`src/rtl/signal_timer_pkg.sv`:
```
// Shared types for the signal timer: measurement modes, FSM states, ncyc width.
package signal_timer_pkg;
  localparam int NCYC_W = 4;

  typedef enum logic [1:0] {
    MODE_PERIOD     = 2'b00,
    MODE_HIGH       = 2'b01,
    MODE_LOW        = 2'b10,
    MODE_PERIOD_ALT = 2'b11
  } mode_e;

  typedef enum logic [1:0] {IDLE, ARM, MEAS, DONE} state_e;
endpackage

```
`src/rtl/sync_edge_det.sv`:
```
// Two-flop synchronizer for the measured signal plus a delay flop for edge detection.
module sync_edge_det (
  input  logic clk,
  input  logic reset_n,
  input  logic si,
  output logic rise,
  output logic fall
);
  logic s_meta, s, s_d;

  always_ff @(posedge clk) begin
    if (!reset_n) begin
      s_meta <= 1'b0;
      s      <= 1'b0;
      s_d    <= 1'b0;
    end else begin
      s_meta <= si;
      s      <= s_meta;
      s_d    <= s;
    end
  end

  assign rise = s & ~s_d;
  assign fall = ~s & s_d;
endmodule

```
`src/rtl/signal_timer.sv`:
```
// Measures period / high width / low width of an asynchronous signal in time units,
// with saturation, optional timeout and synchronous abort.
module signal_timer
  import signal_timer_pkg::*;
#(
  parameter int CLK_UNIT_COUNT = 100000,
  parameter int PRD_W          = 16,
  parameter int TMO_UNITS      = 1000
) (
  input  logic              clk,
  input  logic              reset_n,
  input  logic              start,
  input  logic              clr,
  input  logic [1:0]        mode,
  input  logic [NCYC_W-1:0] ncyc,
  input  logic              si,
  output logic              ready,
  output logic              done_tick,
  output logic [PRD_W-1:0]  prd,
  output logic              ovf,
  output logic              tmo
);
  localparam int T_W   = (CLK_UNIT_COUNT > 1) ? $clog2(CLK_UNIT_COUNT) : 1;
  localparam int TMO_W = (TMO_UNITS > 0) ? $clog2(TMO_UNITS + 1) : 1;
  // The start-edge cycle is itself the first cycle of the interval, so an
  // interval of N cycles yields floor(N / CLK_UNIT_COUNT) units.
  localparam logic [T_W-1:0]   T_INIT = (CLK_UNIT_COUNT == 1) ? '0 : T_W'(1);
  localparam logic [PRD_W-1:0] P_INIT = (CLK_UNIT_COUNT == 1) ? PRD_W'(1) : '0;

  state_e             state, state_n;
  mode_e              mode_q;
  logic [NCYC_W-1:0]  ncyc_q, ecnt;
  logic [T_W-1:0]     t;
  logic [PRD_W-1:0]   p;
  logic [TMO_W-1:0]   tcnt;
  logic               ovf_f, tmo_f;
  logic               rise, fall;
  logic               unit_wrap, tmo_hit, start_edge, term_edge;

  sync_edge_det u_sync (
    .clk     (clk),
    .reset_n (reset_n),
    .si      (si),
    .rise    (rise),
    .fall    (fall)
  );

  assign unit_wrap  = (t == T_W'(CLK_UNIT_COUNT - 1));
  assign tmo_hit    = (TMO_UNITS != 0) && (tcnt == TMO_W'(TMO_UNITS));
  assign start_edge = (mode_q == MODE_LOW) ? fall : rise;
  assign ready      = (state == IDLE);

  always_comb begin
    term_edge = 1'b0;
    case (mode_q)
      MODE_HIGH: term_edge = fall;
      MODE_LOW:  term_edge = rise;
      default:   term_edge = rise && (ecnt == ncyc_q - 1'b1);
    endcase
  end

  always_ff @(posedge clk) begin
    if (!reset_n) state <= IDLE;
    else          state <= state_n;
  end

  always_comb begin
    state_n = state;
    case (state)
      IDLE: if (start) state_n = ARM;
      ARM:  if (start_edge) state_n = MEAS;
            else if (tmo_hit) state_n = DONE;
      MEAS: if (term_edge || tmo_hit) state_n = DONE;
      DONE: state_n = IDLE;
      default: state_n = IDLE;
    endcase
    if (clr) state_n = IDLE;
  end

  always_ff @(posedge clk) begin
    if (!reset_n) begin
      mode_q    <= MODE_PERIOD;
      ncyc_q    <= NCYC_W'(1);
      ecnt      <= '0;
      t         <= '0;
      p         <= '0;
      tcnt      <= '0;
      ovf_f     <= 1'b0;
      tmo_f     <= 1'b0;
      prd       <= '0;
      ovf       <= 1'b0;
      tmo       <= 1'b0;
      done_tick <= 1'b0;
    end else begin
      done_tick <= 1'b0;
      if ((state == ARM || state == MEAS) && unit_wrap && !tmo_hit) tcnt <= tcnt + 1'b1;
      case (state)
        IDLE: begin
          t    <= '0;
          tcnt <= '0;
          if (start) begin
            mode_q <= mode_e'(mode);
            ncyc_q <= (ncyc == '0) ? NCYC_W'(1) : ncyc;
            p      <= '0;
            ovf_f  <= 1'b0;
            tmo_f  <= 1'b0;
          end
        end
        ARM: begin
          if (start_edge) begin
            t     <= T_INIT;
            p     <= P_INIT;
            ecnt  <= '0;
            ovf_f <= 1'b0;
          end else begin
            t <= unit_wrap ? '0 : t + 1'b1;
            if (tmo_hit) tmo_f <= 1'b1;
          end
        end
        MEAS: begin
          // A terminating edge freezes the count; any partial unit is dropped.
          if (!term_edge) begin
            if (unit_wrap) begin
              t <= '0;
              if (&p) ovf_f <= 1'b1;
              else    p     <= p + 1'b1;
            end else begin
              t <= t + 1'b1;
            end
            if (rise)    ecnt  <= ecnt + 1'b1;
            if (tmo_hit) tmo_f <= 1'b1;
          end
        end
        DONE: begin
          if (!clr) begin
            prd       <= p;
            ovf       <= ovf_f;
            tmo       <= tmo_f;
            done_tick <= 1'b1;
          end
        end
        default: ;
      endcase
    end
  end
endmodule

```
`config.mk`:
```
export PLATFORM = sky130hd
export DESIGN_NAME = signal_timer
export DESIGN_NICKNAME = d
export VERILOG_FILES = /design/src/rtl/signal_timer_pkg.sv /design/src/rtl/sync_edge_det.sv /design/src/rtl/signal_timer.sv
export SDC_FILE = /design/constraint.sdc
export NUM_CORES = 1
export LEC_CHECK = 0
export CELL_PAD_IN_SITES_DETAIL_PLACEMENT = 1
export CELL_PAD_IN_SITES_GLOBAL_PLACEMENT = 2
export CORE_MARGIN = 2
export CORE_UTILIZATION = 32
export DETAILED_ROUTE_END_ITERATION = 8
export HOLD_SLACK_MARGIN = 0.03
export PLACE_DENSITY = 0.83
export SLEW_MARGIN = 20
export SYNTH_ARGS = -nofsm -noshare
export SYNTH_HDL_FRONTEND = slang
export SYNTH_SLANG_ARGS = --single-unit
```
`constraint.sdc`:
```
create_clock -name clk -period 2.4 [get_ports clk]
set_input_delay 0.24 -clock clk [delete_from_list [all_inputs] [get_ports clk]]
set_output_delay 0.24 -clock clk [all_outputs]
set_load 0.02 [all_outputs]
```
After elaboration in Yosys (flattened, before gate mapping) --
Cells that the tools add are included.
Word-level totals: bits in registers 79, bits of input ports 11, output and inout bits 20, logic and storage cells 100
Operators by class: add/subtract/negate cells 5, equality and inequality tests 18, mux-type cells 33, bitwise logic cells 6, reduce and logical (&&, ||, !) cells 22
Operators with widths (number):
- 16-bit two-way mux | 5
- 17-bit two-way mux | 3
- 17-bit one-hot mux with 3 select lines | 1
- 16-bit one-hot mux with 3 select lines | 1
- 17-bit by 1-bit adder with 17-bit output, second input constant | 1
- 17-bit equality test, second input constant | 1
- 16-bit by 1-bit adder with 16-bit output, second input constant | 1
- 4-bit two-way mux | 4
- 2-bit != test, second input constant | 8
- 16-bit AND reduction | 1
- 6-bit AND reduction | 2
- 10-bit by 1-bit adder with 10-bit output, second input constant | 1
- 10-bit equality test, second input constant | 1
- 1-bit two-way mux | 10
- 2-bit two-way mux | 4
- 2-bit one-hot mux with 4 select lines | 1
- 4-bit one-hot mux with 2 select lines | 1
- 2-bit AND reduction | 4
- 4-bit AND reduction | 2
- 2-bit equality test, second input constant | 3
- 1-bit one-hot mux with 3 select lines | 2
- 4-bit by 1-bit adder with 4-bit output, second input constant | 1
- 2-bit by 1-bit equality test with 1-bit output, second input constant | 2
- 4-bit equality test | 1
- other kinds (15) | 23

Logic depth before layout (Yosys ltp) --
Gate-level depths: netlist of the first run.
word-level depth 7, mapped depth 10, depth with buffers taken out 8

Hierarchy --
Synthesis of the first run repeated with hierarchy kept, for this count alone.
Unflattened totals: cell total of the unflattened synthesis 479, area, all modules 3923.8 µm²
By module, submodules not included:
- signal_timer | times used 1, cells an instance 471, area an instance 3832.4 µm², seq. area each 1521.5 µm²
- sync_edge_det | times used 1, cells an instance 8, area an instance 91.3 µm², seq. area each 60.1 µm²

Least setup slack after synthesis of the first run --
Ideal clock, no wire load.
path type register to register, from reg mode_q[0], to reg p[5], library setup time 59 ps, arrival 2244 ps, data required time 2341 ps, setup slack 97 ps, cell stages (with the launch flop) 10, buffers on the path 1, clock period less this slack 2303 ps, cells stage by stage dfxtp_1 -> inv_1 -> ha_1 -> or3b_1 -> a311o_2 -> nor2_2 -> nand4_2 -> buf_6 -> or4_1 -> nand2_1
Between the ends: cells in the longest elaborated chain, start to end 4, elaborated cells between the ends (all ways) 7, classes of those cells eq/ne: 4; mux: 2; reduce/logical: 1
RTL lines:
- from (decl) | RTL line signal_timer.sv:31 | mode_e mode_q;
- from (signal assigned) | RTL line signal_timer.sv:102 | mode_q <= mode_e'(mode);
- 2-bit equality test / 2-bit by 1-bit equality test with 1-bit output (equally long branches) | RTL line signal_timer.sv:50, signal_timer.sv:55
- 1-bit one-hot mux with 2 select lines / 1-bit two-way mux (equally long branches) | RTL line signal_timer.sv:55, signal_timer.sv:50
- 2-bit != test (no source line)
- 6-bit AND reduction (no source line) *
- to (signal assigned) | RTL line signal_timer.sv:126 | else p <= p + 1'b1;
- to (decl) | RTL line signal_timer.sv:34 | logic [PRD_W-1:0] p;
Mark *: on every way between the ends. The rest lies on a longest branch, timed or not. A chain may end at the register's enable or synchronous reset.

Worst setup path in the final report of the first run --
from reg mode_q[0], to reg p[15]
The elaborated chain is that of the path after synthesis.

==> results of run 1 <==
report_power, final:
part,switching (mW),leakage [nW],internal [mW]
logic,0.110,0.940,0.0843
clock network,0.546,0.149,0.797
registers,0.00805,0.638,1.32
layout make-up:
type	instances	area share (%)
Inverter	13	1.01
Clock buffer	9	4.65
Timing Repair Buffer	60	10.9
Tap cell	147	3.80
Clock inverter	7	1.32
Sequential cell	79	32.7
Multi-Input combinational cell	356	45.6
worst paths after layout:
kind	end
worst max register to register	p[15]
worst max-delay path	p[15]
worst min-delay path	u_sync.s
worst min register to register	u_sync.s
layer usage:
metal  GRT usage [%]  routed length, um  up-vias
li1                -                  -     1763
met1            19.7               4640     1691
met2            27.7               4820       36
met3            3.18                220       13
met4            6.75                170        0
met5               0                  0        -
state kept, by name, indices dropped and copies added, names as in the netlist, 2 cells and up:
signal,flops
ncyc_q,4
p,16
t,17
tcnt,10
prd,16
ecnt,4
mode_q,2
state,2
cell families (layout without fill, tap and decap cells):
family / Yosys count / in the layout
mux: 13 / 13
fa+ha+maj: 12 / 12
xor+xnor: 25 / 25
buf+inv: 33 / 89
compound gates: 73 / 73
flops: 79 / 79
simple gates: 233 / 233
cells in the mapped netlist (2+ instances only):
cell type,number
sky130_fd_sc_hd__buf_2,2
sky130_fd_sc_hd__nand3_1,30
sky130_fd_sc_hd__a211oi_1,2
sky130_fd_sc_hd__mux2i_1,12
sky130_fd_sc_hd__o21bai_1,2
sky130_fd_sc_hd__a21oi_1,30
sky130_fd_sc_hd__and3_1,10
sky130_fd_sc_hd__nor2b_1,3
sky130_fd_sc_hd__dfxtp_1,79
sky130_fd_sc_hd__nand3b_1,5
sky130_fd_sc_hd__xor2_1,16
sky130_fd_sc_hd__nor2_1,38
sky130_fd_sc_hd__nor3_1,14
sky130_fd_sc_hd__nand2_1,73
sky130_fd_sc_hd__buf_1,4
sky130_fd_sc_hd__o21ai_0,10
sky130_fd_sc_hd__nor4_1,3
sky130_fd_sc_hd__and2_1,6
sky130_fd_sc_hd__clkbuf_1,13
sky130_fd_sc_hd__ha_1,12
sky130_fd_sc_hd__nand4b_1,3
sky130_fd_sc_hd__nand4_1,14
sky130_fd_sc_hd__o211ai_1,6
sky130_fd_sc_hd__or2_2,5
sky130_fd_sc_hd__a31oi_1,8
sky130_fd_sc_hd__nor4_2,2
sky130_fd_sc_hd__xnor2_1,8
sky130_fd_sc_hd__a21o_1,2
sky130_fd_sc_hd__and4_1,4
sky130_fd_sc_hd__inv_1,13
sky130_fd_sc_hd__or3_1,5
sky130_fd_sc_hd__or4_1,7
sky130_fd_sc_hd__o31ai_1,4
timing repair:
item                       in CTS  in global routing
setup endpoints to repair       0                 17
resized for setup               0                  8
buffers inserted                0                  0
==> impl_metrics.xml, run 1 <==
<?xml version="1.0" encoding="UTF-8"?>
<metrics>
  <group name="status">
    <metric name="outcome" unit="">complete, no violations</metric>
  </group>
  <group name="placement">
    <metric name="place_congestion" unit="">0.760</metric>
    <metric name="place_area" unit="sq um">4520</metric>
    <metric name="placed_cells" unit="">655</metric>
    <metric name="count_of_input_and_output_buffers" unit="">30</metric>
    <metric name="dp_worst_setup_slack" unit="ps">36.8</metric>
    <metric name="detailed_place_hpwl" unit="mm">7.26</metric>
  </group>
  <group name="logic_synthesis">
    <metric name="post_synth.cell_area_avg" unit="sq um">8.30</metric>
    <metric name="post_synth_inst_count" unit="">468</metric>
    <metric name="netlist.top_cell.by_area" unit="">sky130_fd_sc_hd__dfxtp_1</metric>
    <metric name="yosys_most_used_dff" unit="">sky130_fd_sc_hd__dfxtp_1</metric>
    <metric name="ys_top_cells_by_area" unit="">sky130_fd_sc_hd__dfxtp_1 41%, sky130_fd_sc_hd__nand2_1 7.1%, sky130_fd_sc_hd__a21oi_1 3.9%</metric>
    <metric name="postSynth.asyncResetShare" unit="%">0</metric>
    <metric name="synth_sequential_area_ratio" unit="%">40.7</metric>
    <metric name="ys_seq_elements" unit="">79</metric>
    <metric name="post_synth_instance_area" unit="sq um">3880</metric>
    <metric name="synth_mux_area_share" unit="%">3.38</metric>
    <metric name="yosys.area.top_type_share" unit="%">40.7</metric>
    <metric name="synth_fa_ha_area_share" unit="%">3.86</metric>
    <metric name="basic_gate_share_of_the_synthesized_area_counting_and_or_nand_and_nor_cells" unit="%">31.0</metric>
    <metric name="synth_edf_count" unit="">0</metric>
    <metric name="synth_compound_gate_area_share" unit="%">11.6</metric>
    <metric name="synthXorXnorAreaFrac" unit="%">6.02</metric>
    <metric name="number_of_unique_standard_cell_types_used_by_synthesis" unit="">56</metric>
    <metric name="yosys_warnings" unit="">0</metric>
    <metric name="synth_top_family_by_area" unit="">simple AND/OR/NAND/NOR gates</metric>
    <metric name="synth.net_count" unit="">491</metric>
  </group>
  <group name="global_routing">
    <metric name="grt_pass1_wl" unit="mm">16.9</metric>
    <metric name="grt_antenna_before_repair" unit="">0</metric>
    <metric name="global_route.overflow_total" unit="">0</metric>
    <metric name="number_of_global_route_vias_before_repair" unit="">3610</metric>
    <metric name="grt_usage" unit="%">16.1</metric>
    <metric name="pin_count_of_the_biggest_net_entering_global_routing" unit="">39</metric>
  </group>
  <group name="worst_setup_path">
    <metric name="r2r_slack" unit="ps">140</metric>
    <metric name="worstSetupStartpointType" unit="">register</metric>
    <metric name="worstPathBufferInverterCount" unit="">1</metric>
    <metric name="critical_path_cell_by_cell" unit="">inv_1 &gt; ha_1 &gt; or3b_4 &gt; a311o_2 &gt; nor2_4 &gt; nand4_4 &gt; or4_1 &gt; mux2i_1</metric>
    <metric name="cp_top_family" unit="">simple AND/OR/NAND/NOR gates</metric>
    <metric name="crit_start" unit="">mode_q[0]</metric>
    <metric name="critical_path.reg2reg.startpoint" unit="">mode_q[0]</metric>
    <metric name="timing.critical_path.depth" unit="">8</metric>
    <metric name="cpPeakStageDelay" unit="ps">420</metric>
    <metric name="cp_max_fo" unit="">8</metric>
    <metric name="worst_r2r_path_cells" unit="">8</metric>
    <metric name="end_kind" unit="">register</metric>
    <metric name="timing.critical_path.required" unit="ps">2680</metric>
    <metric name="critical_path.slowest_cell" unit="">sky130_fd_sc_hd__or4_1</metric>
    <metric name="setup.worst_path.class" unit="">register to register</metric>
    <metric name="worst_ep_arrival_time" unit="ps">2540</metric>
  </group>
  <group name="cells_and_area">
    <metric name="mostFrequentLayoutCell" unit="">sky130_fd_sc_hd__dfxtp_1</metric>
    <metric name="nets" unit="">542</metric>
    <metric name="most_frequent_cells_in_the_layout" unit="">79 x sky130_fd_sc_hd__dfxtp_1, 73 x sky130_fd_sc_hd__nand2_1, 38 x sky130_fd_sc_hd__nor2_1</metric>
    <metric name="multiInputGateArea" unit="sq um">2210</metric>
    <metric name="insertedDiodeCount" unit="">0</metric>
    <metric name="final_core_util" unit="%">40.7</metric>
    <metric name="final-seq-area" unit="sq um">1580</metric>
    <metric name="final_cell_count_no_fill" unit="">671</metric>
    <metric name="drive_above_1_share" unit="%">12.6</metric>
    <metric name="fillCellCount" unit="">1419</metric>
    <metric name="area.growth.synth_to_final" unit="%">24.6</metric>
    <metric name="stdcell_area" unit="sq um">4840</metric>
  </group>
  <group name="timing">
    <metric name="timing.final.crit_share" unit="%">94.3</metric>
    <metric name="rsz_0062_raised_after_global_routing" unit="">yes</metric>
    <metric name="hold_violations" unit="">0</metric>
    <metric name="fmaxAchievable" unit="MHz">442</metric>
    <metric name="timing.max_slew.rel_slack" unit="%">63.3</metric>
    <metric name="clock_skew" unit="ps">6.04</metric>
    <metric name="hold_ws" unit="ps">442</metric>
    <metric name="fin_crit" unit="ps">2260</metric>
    <metric name="timing.final.max_slew_violations" unit="">0</metric>
    <metric name="totalNegativeSetupSlack" unit="ps">0</metric>
    <metric name="setup_violations" unit="">0</metric>
    <metric name="post_route_worst_setup_slack" unit="ps">137</metric>
    <metric name="least_margin_pin_slew" unit="ps">550</metric>
  </group>
  <group name="clock_tree">
    <metric name="clock_latency" unit="ps">340</metric>
    <metric name="ctsHoldBuffers" unit="">0</metric>
    <metric name="clk_path_buf_depth" unit="">2</metric>
    <metric name="tritoncts" unit="">built</metric>
    <metric name="tritoncts_num_sinks" unit="">79</metric>
    <metric name="cts_root_buf" unit="">sky130_fd_sc_hd__clkbuf_16</metric>
    <metric name="clk_pin_slew_worst_paths" unit="ps">60</metric>
    <metric name="h_tree_depth_reported_by_cts" unit="">3</metric>
    <metric name="number_of_buffers_inserted_during_clock_tree_synthesis" unit="">9</metric>
  </group>
  <group name="drt">
    <metric name="detailedRoute.firstPassIterationCount" unit="">4</metric>
    <metric name="routed_wl" unit="mm">9.85</metric>
    <metric name="detailedRoute.firstIterationViolations" unit="">115</metric>
    <metric name="vias" unit="">3503</metric>
    <metric name="postRouteAntennaNets" unit="">0</metric>
    <metric name="route.detailed.wl_per_inst" unit="um">14.7</metric>
    <metric name="viasPerCell" unit="">5.22</metric>
    <metric name="drcViolationCount" unit="">0</metric>
  </group>
  <group name="floorplanning">
    <metric name="placement_rows" unit="">40</metric>
    <metric name="die_height" unit="um">114</metric>
    <metric name="die-area" unit="sq um">13000</metric>
    <metric name="core_area" unit="sq um">11900</metric>
    <metric name="ios" unit="">31</metric>
    <metric name="starting_utilization_of_the_core_area" unit="%">32.6</metric>
    <metric name="floorplan.die.width" unit="um">114</metric>
  </group>
  <group name="power_and_ir_drop">
    <metric name="worst_ir_drop_vdd" unit="mV">0.225</metric>
    <metric name="power_density" unit="nW/um^2">592</metric>
    <metric name="p_total" unit="mW">2.87</metric>
    <metric name="leakage" unit="nW">1.73</metric>
  </group>
  <group name="min_path">
    <metric name="worstHoldPathType" unit="">register to register</metric>
    <metric name="worstHoldPathCells" unit="">1</metric>
    <metric name="min-delay-start" unit="">u_sync.s_meta</metric>
  </group>
  <group name="run">
    <metric name="max_cap_viol_count" unit="">0</metric>
  </group>
</metrics>
Note: power is estimated with default switching activity, not from simulation.
==> inputs of run 2 (changes only) <==
--- a/config.mk
+++ b/config.mk
@@ -8,10 +8,11 @@
 export CELL_PAD_IN_SITES_DETAIL_PLACEMENT = 1
 export CELL_PAD_IN_SITES_GLOBAL_PLACEMENT = 2
 export CORE_MARGIN = 2
-export CORE_UTILIZATION = 32
+export CORE_UTILIZATION = 33
+export CTS_BUF_LIST = sky130_fd_sc_hd__clkbuf_2
 export DETAILED_ROUTE_END_ITERATION = 8
 export HOLD_SLACK_MARGIN = 0.03
-export PLACE_DENSITY = 0.83
+export PLACE_DENSITY = 0.85
 export SLEW_MARGIN = 20
 export SYNTH_ARGS = -nofsm -noshare
 export SYNTH_HDL_FRONTEND = slang
==> constraint.sdc (replaced) <==
create_clock -name clk -period 2.4 [get_ports clk]
set_input_delay 0.36 -clock clk [delete_from_list [all_inputs] [get_ports clk]]
set_output_delay 0.36 -clock clk [all_outputs]
set_load 0.02 [all_outputs]
==> impl_metrics.xml, run 2 (synthesis gave the netlist of run 1 again) <==
<?xml version="1.0" encoding="UTF-8"?>
<metrics>
  <group name="cells_and_area">
    <metric name="nets" unit="">544</metric>
    <metric name="final-seq-area" unit="sq um">1580</metric>
    <metric name="most_frequent_cells_in_the_layout" unit="">77 x sky130_fd_sc_hd__dfxtp_1, 73 x sky130_fd_sc_hd__nand2_1, 38 x sky130_fd_sc_hd__nor2_1</metric>
    <metric name="multiInputGateArea" unit="sq um">2220</metric>
    <metric name="reg.largest.list" unit="">t (17), p (16), prd (16)</metric>
    <metric name="area.growth.synth_to_final" unit="%">20.4</metric>
    <metric name="registers.top_by_ff_count" unit="">t</metric>
    <metric name="drive_above_1_share" unit="%">12.7</metric>
    <metric name="insertedDiodeCount" unit="">0</metric>
    <metric name="final_core_util" unit="%">40.8</metric>
    <metric name="largest_register_ffs" unit="">17</metric>
    <metric name="mostFrequentLayoutCell" unit="">sky130_fd_sc_hd__dfxtp_1</metric>
    <metric name="fillCellCount" unit="">1380</metric>
  </group>
  <group name="placement">
    <metric name="place_congestion" unit="">0.769</metric>
    <metric name="count_of_input_and_output_buffers" unit="">30</metric>
    <metric name="dp_worst_setup_slack" unit="ps">-48.7</metric>
    <metric name="detailed_place_hpwl" unit="mm">7.19</metric>
  </group>
  <group name="global_routing">
    <metric name="grt_pass1_wl" unit="mm">17.1</metric>
    <metric name="grt_antenna_before_repair" unit="">0</metric>
    <metric name="global_route.overflow_total" unit="">0</metric>
    <metric name="pin_count_of_the_biggest_net_entering_global_routing" unit="">39</metric>
    <metric name="number_of_global_route_vias_before_repair" unit="">3608</metric>
    <metric name="grt_usage" unit="%">16.7</metric>
  </group>
  <group name="floorplanning">
    <metric name="core_area" unit="sq um">11500</metric>
    <metric name="ios" unit="">31</metric>
    <metric name="die_height" unit="um">113</metric>
    <metric name="floorplan.die.width" unit="um">113</metric>
    <metric name="placement_rows" unit="">39</metric>
    <metric name="die-area" unit="sq um">12700</metric>
    <metric name="starting_utilization_of_the_core_area" unit="%">33.9</metric>
  </group>
  <group name="power_and_ir_drop">
    <metric name="p_clk_share" unit="%">31.0</metric>
    <metric name="leakage" unit="nW">1.66</metric>
    <metric name="p_sw" unit="mW">0.576</metric>
    <metric name="power_density" unit="nW/um^2">474</metric>
    <metric name="seq_power_share" unit="%">60.2</metric>
    <metric name="switching_share" unit="%">26.0</metric>
    <metric name="worst_ir_drop_vdd" unit="mV">0.382</metric>
    <metric name="combPwrFrac" unit="%">8.8</metric>
    <metric name="cell_internal_pwr" unit="mW">1.64</metric>
  </group>
  <group name="worst_setup_path">
    <metric name="timing.critical_path.required" unit="ps">2920</metric>
    <metric name="cp_max_fo" unit="">8</metric>
    <metric name="setup.worst_path.class" unit="">register to register</metric>
    <metric name="worst_ep_arrival_time" unit="ps">2820</metric>
    <metric name="r2r_slack" unit="ps">100</metric>
    <metric name="end_kind" unit="">register</metric>
    <metric name="worstSetupStartpointType" unit="">register</metric>
  </group>
  <group name="timing">
    <metric name="timing.final.max_slew_violations" unit="">0</metric>
    <metric name="hold_ws" unit="ps">328</metric>
    <metric name="totalNegativeSetupSlack" unit="ps">0</metric>
    <metric name="clock_skew" unit="ps">19.6</metric>
    <metric name="post_route_worst_setup_slack" unit="ps">101</metric>
    <metric name="timing.max_slew.rel_slack" unit="%">60.3</metric>
    <metric name="least_margin_pin_slew" unit="ps">596</metric>
    <metric name="fmaxAchievable" unit="MHz">435</metric>
    <metric name="timing.final.crit_share" unit="%">95.8</metric>
    <metric name="hold_violations" unit="">0</metric>
    <metric name="setup_violations" unit="">0</metric>
    <metric name="rsz_0062_raised_after_global_routing" unit="">yes</metric>
    <metric name="fin_crit" unit="ps">2300</metric>
  </group>
  <group name="drt">
    <metric name="vias" unit="">3483</metric>
    <metric name="drcViolationCount" unit="">0</metric>
    <metric name="met3RoutedLength" unit="um">267</metric>
    <metric name="viasPerCell" unit="">5.21</metric>
    <metric name="detailedRoute.firstPassIterationCount" unit="">4</metric>
    <metric name="detailedRoute.firstIterationViolations" unit="">104</metric>
    <metric name="dr_wl_met2" unit="mm">4.86</metric>
    <metric name="top_routing_layer_in_use" unit="">met4</metric>
    <metric name="routed_wl" unit="mm">9.85</metric>
    <metric name="detail_route.wirelength.met1" unit="mm">4.62</metric>
    <metric name="route.detailed.wl_per_inst" unit="um">14.7</metric>
    <metric name="postRouteAntennaNets" unit="">0</metric>
  </group>
  <group name="min_path">
    <metric name="worstHoldPathType" unit="">input pin to register</metric>
  </group>
  <group name="clock_tree">
    <metric name="number_of_buffers_inserted_during_clock_tree_synthesis" unit="">9</metric>
    <metric name="post_cts_setup_buffer_count" unit="">0</metric>
    <metric name="ctsHoldBuffers" unit="">0</metric>
    <metric name="cts_root_buf" unit="">sky130_fd_sc_hd__clkbuf_2</metric>
    <metric name="h_tree_depth_reported_by_cts" unit="">3</metric>
    <metric name="clock_latency" unit="ps">570</metric>
    <metric name="tritoncts" unit="">built</metric>
    <metric name="tritoncts_num_sinks" unit="">79</metric>
    <metric name="clk_pin_slew_worst_paths" unit="ps">200</metric>
    <metric name="clk_path_buf_depth" unit="">2</metric>
  </group>
  <group name="run">
    <metric name="max_cap_viol_count" unit="">0</metric>
  </group>
  <group name="status">
    <metric name="outcome" unit="">complete, no violations</metric>
  </group>
</metrics>
==> run 2: power groups by stage <==
stage          Combinational (mW)  Clock, mW  Sequential (mW)
2_1_floorplan               0.110          0             1.36
3_3_place_gp                0.185          0             1.36
3_5_place_dp                0.190          0             1.36
4_1_cts                     0.190      0.736             1.33
5_1_grt                     0.215      0.791             1.34
6_report                    0.195      0.687             1.33
==> run 2: worst paths after layout <==
path                                     from   endpoint  cells past startpoint
worst max-delay path                mode_q[0]      p[13]                      8
worst min-delay path                  mode[0]  mode_q[0]                      3
worst max register to register      mode_q[0]      p[13]                      8
worst min register to register  u_sync.s_meta   u_sync.s                      1
==> run 2: metrics by stage <==
stage,cell area (sq um),power (mW),std cells
2_1_floorplan,3880,1.47,468
3_3_place_gp,4530,1.54,653
3_5_place_dp,4530,1.55,653
4_1_cts,4630,2.26,669
5_1_grt,4680,2.34,669
6_report,4680,2.22,669
==> run 2: critical path, cell delays in order, from the launching register on <==
cell and delay, ps:
sky130_fd_sc_hd__dfxtp_2 370, sky130_fd_sc_hd__inv_1 40, sky130_fd_sc_hd__ha_1 200, sky130_fd_sc_hd__or3b_4 380
sky130_fd_sc_hd__a311o_2 410, sky130_fd_sc_hd__nor2_4 130, sky130_fd_sc_hd__nand4_4 150, sky130_fd_sc_hd__or4_1 450
sky130_fd_sc_hd__mux2i_1 130
==> run 2: final cells by class <==
class / count / area share [%]
clock inverter: 6 / 1.10
inverter: 13 / 1.04
timing repair buffer: 62 / 11.6
clock buffer: 10 / 1.07
sequential: 79 / 33.9
tap: 143 / 3.82
multi-input combinational: 356 / 47.5
==> run 2: routing by layer <==
metal / GRT usage [%] / vias to the layer above
met5: 0 / -
li1: - / 1763
met1: 20.1 / 1681
met2: 28.9 / 30
met3: 5.02 / 9
met4: 4.72 / 0
==> run 2: what timing repair did <==
action / 4_1_cts / 5_1_grt
resized for setup: 2 / 10
setup endpoints to repair: 1 / 31
pin swaps: 0 / 1
hold endpoints to repair: 0 / 0
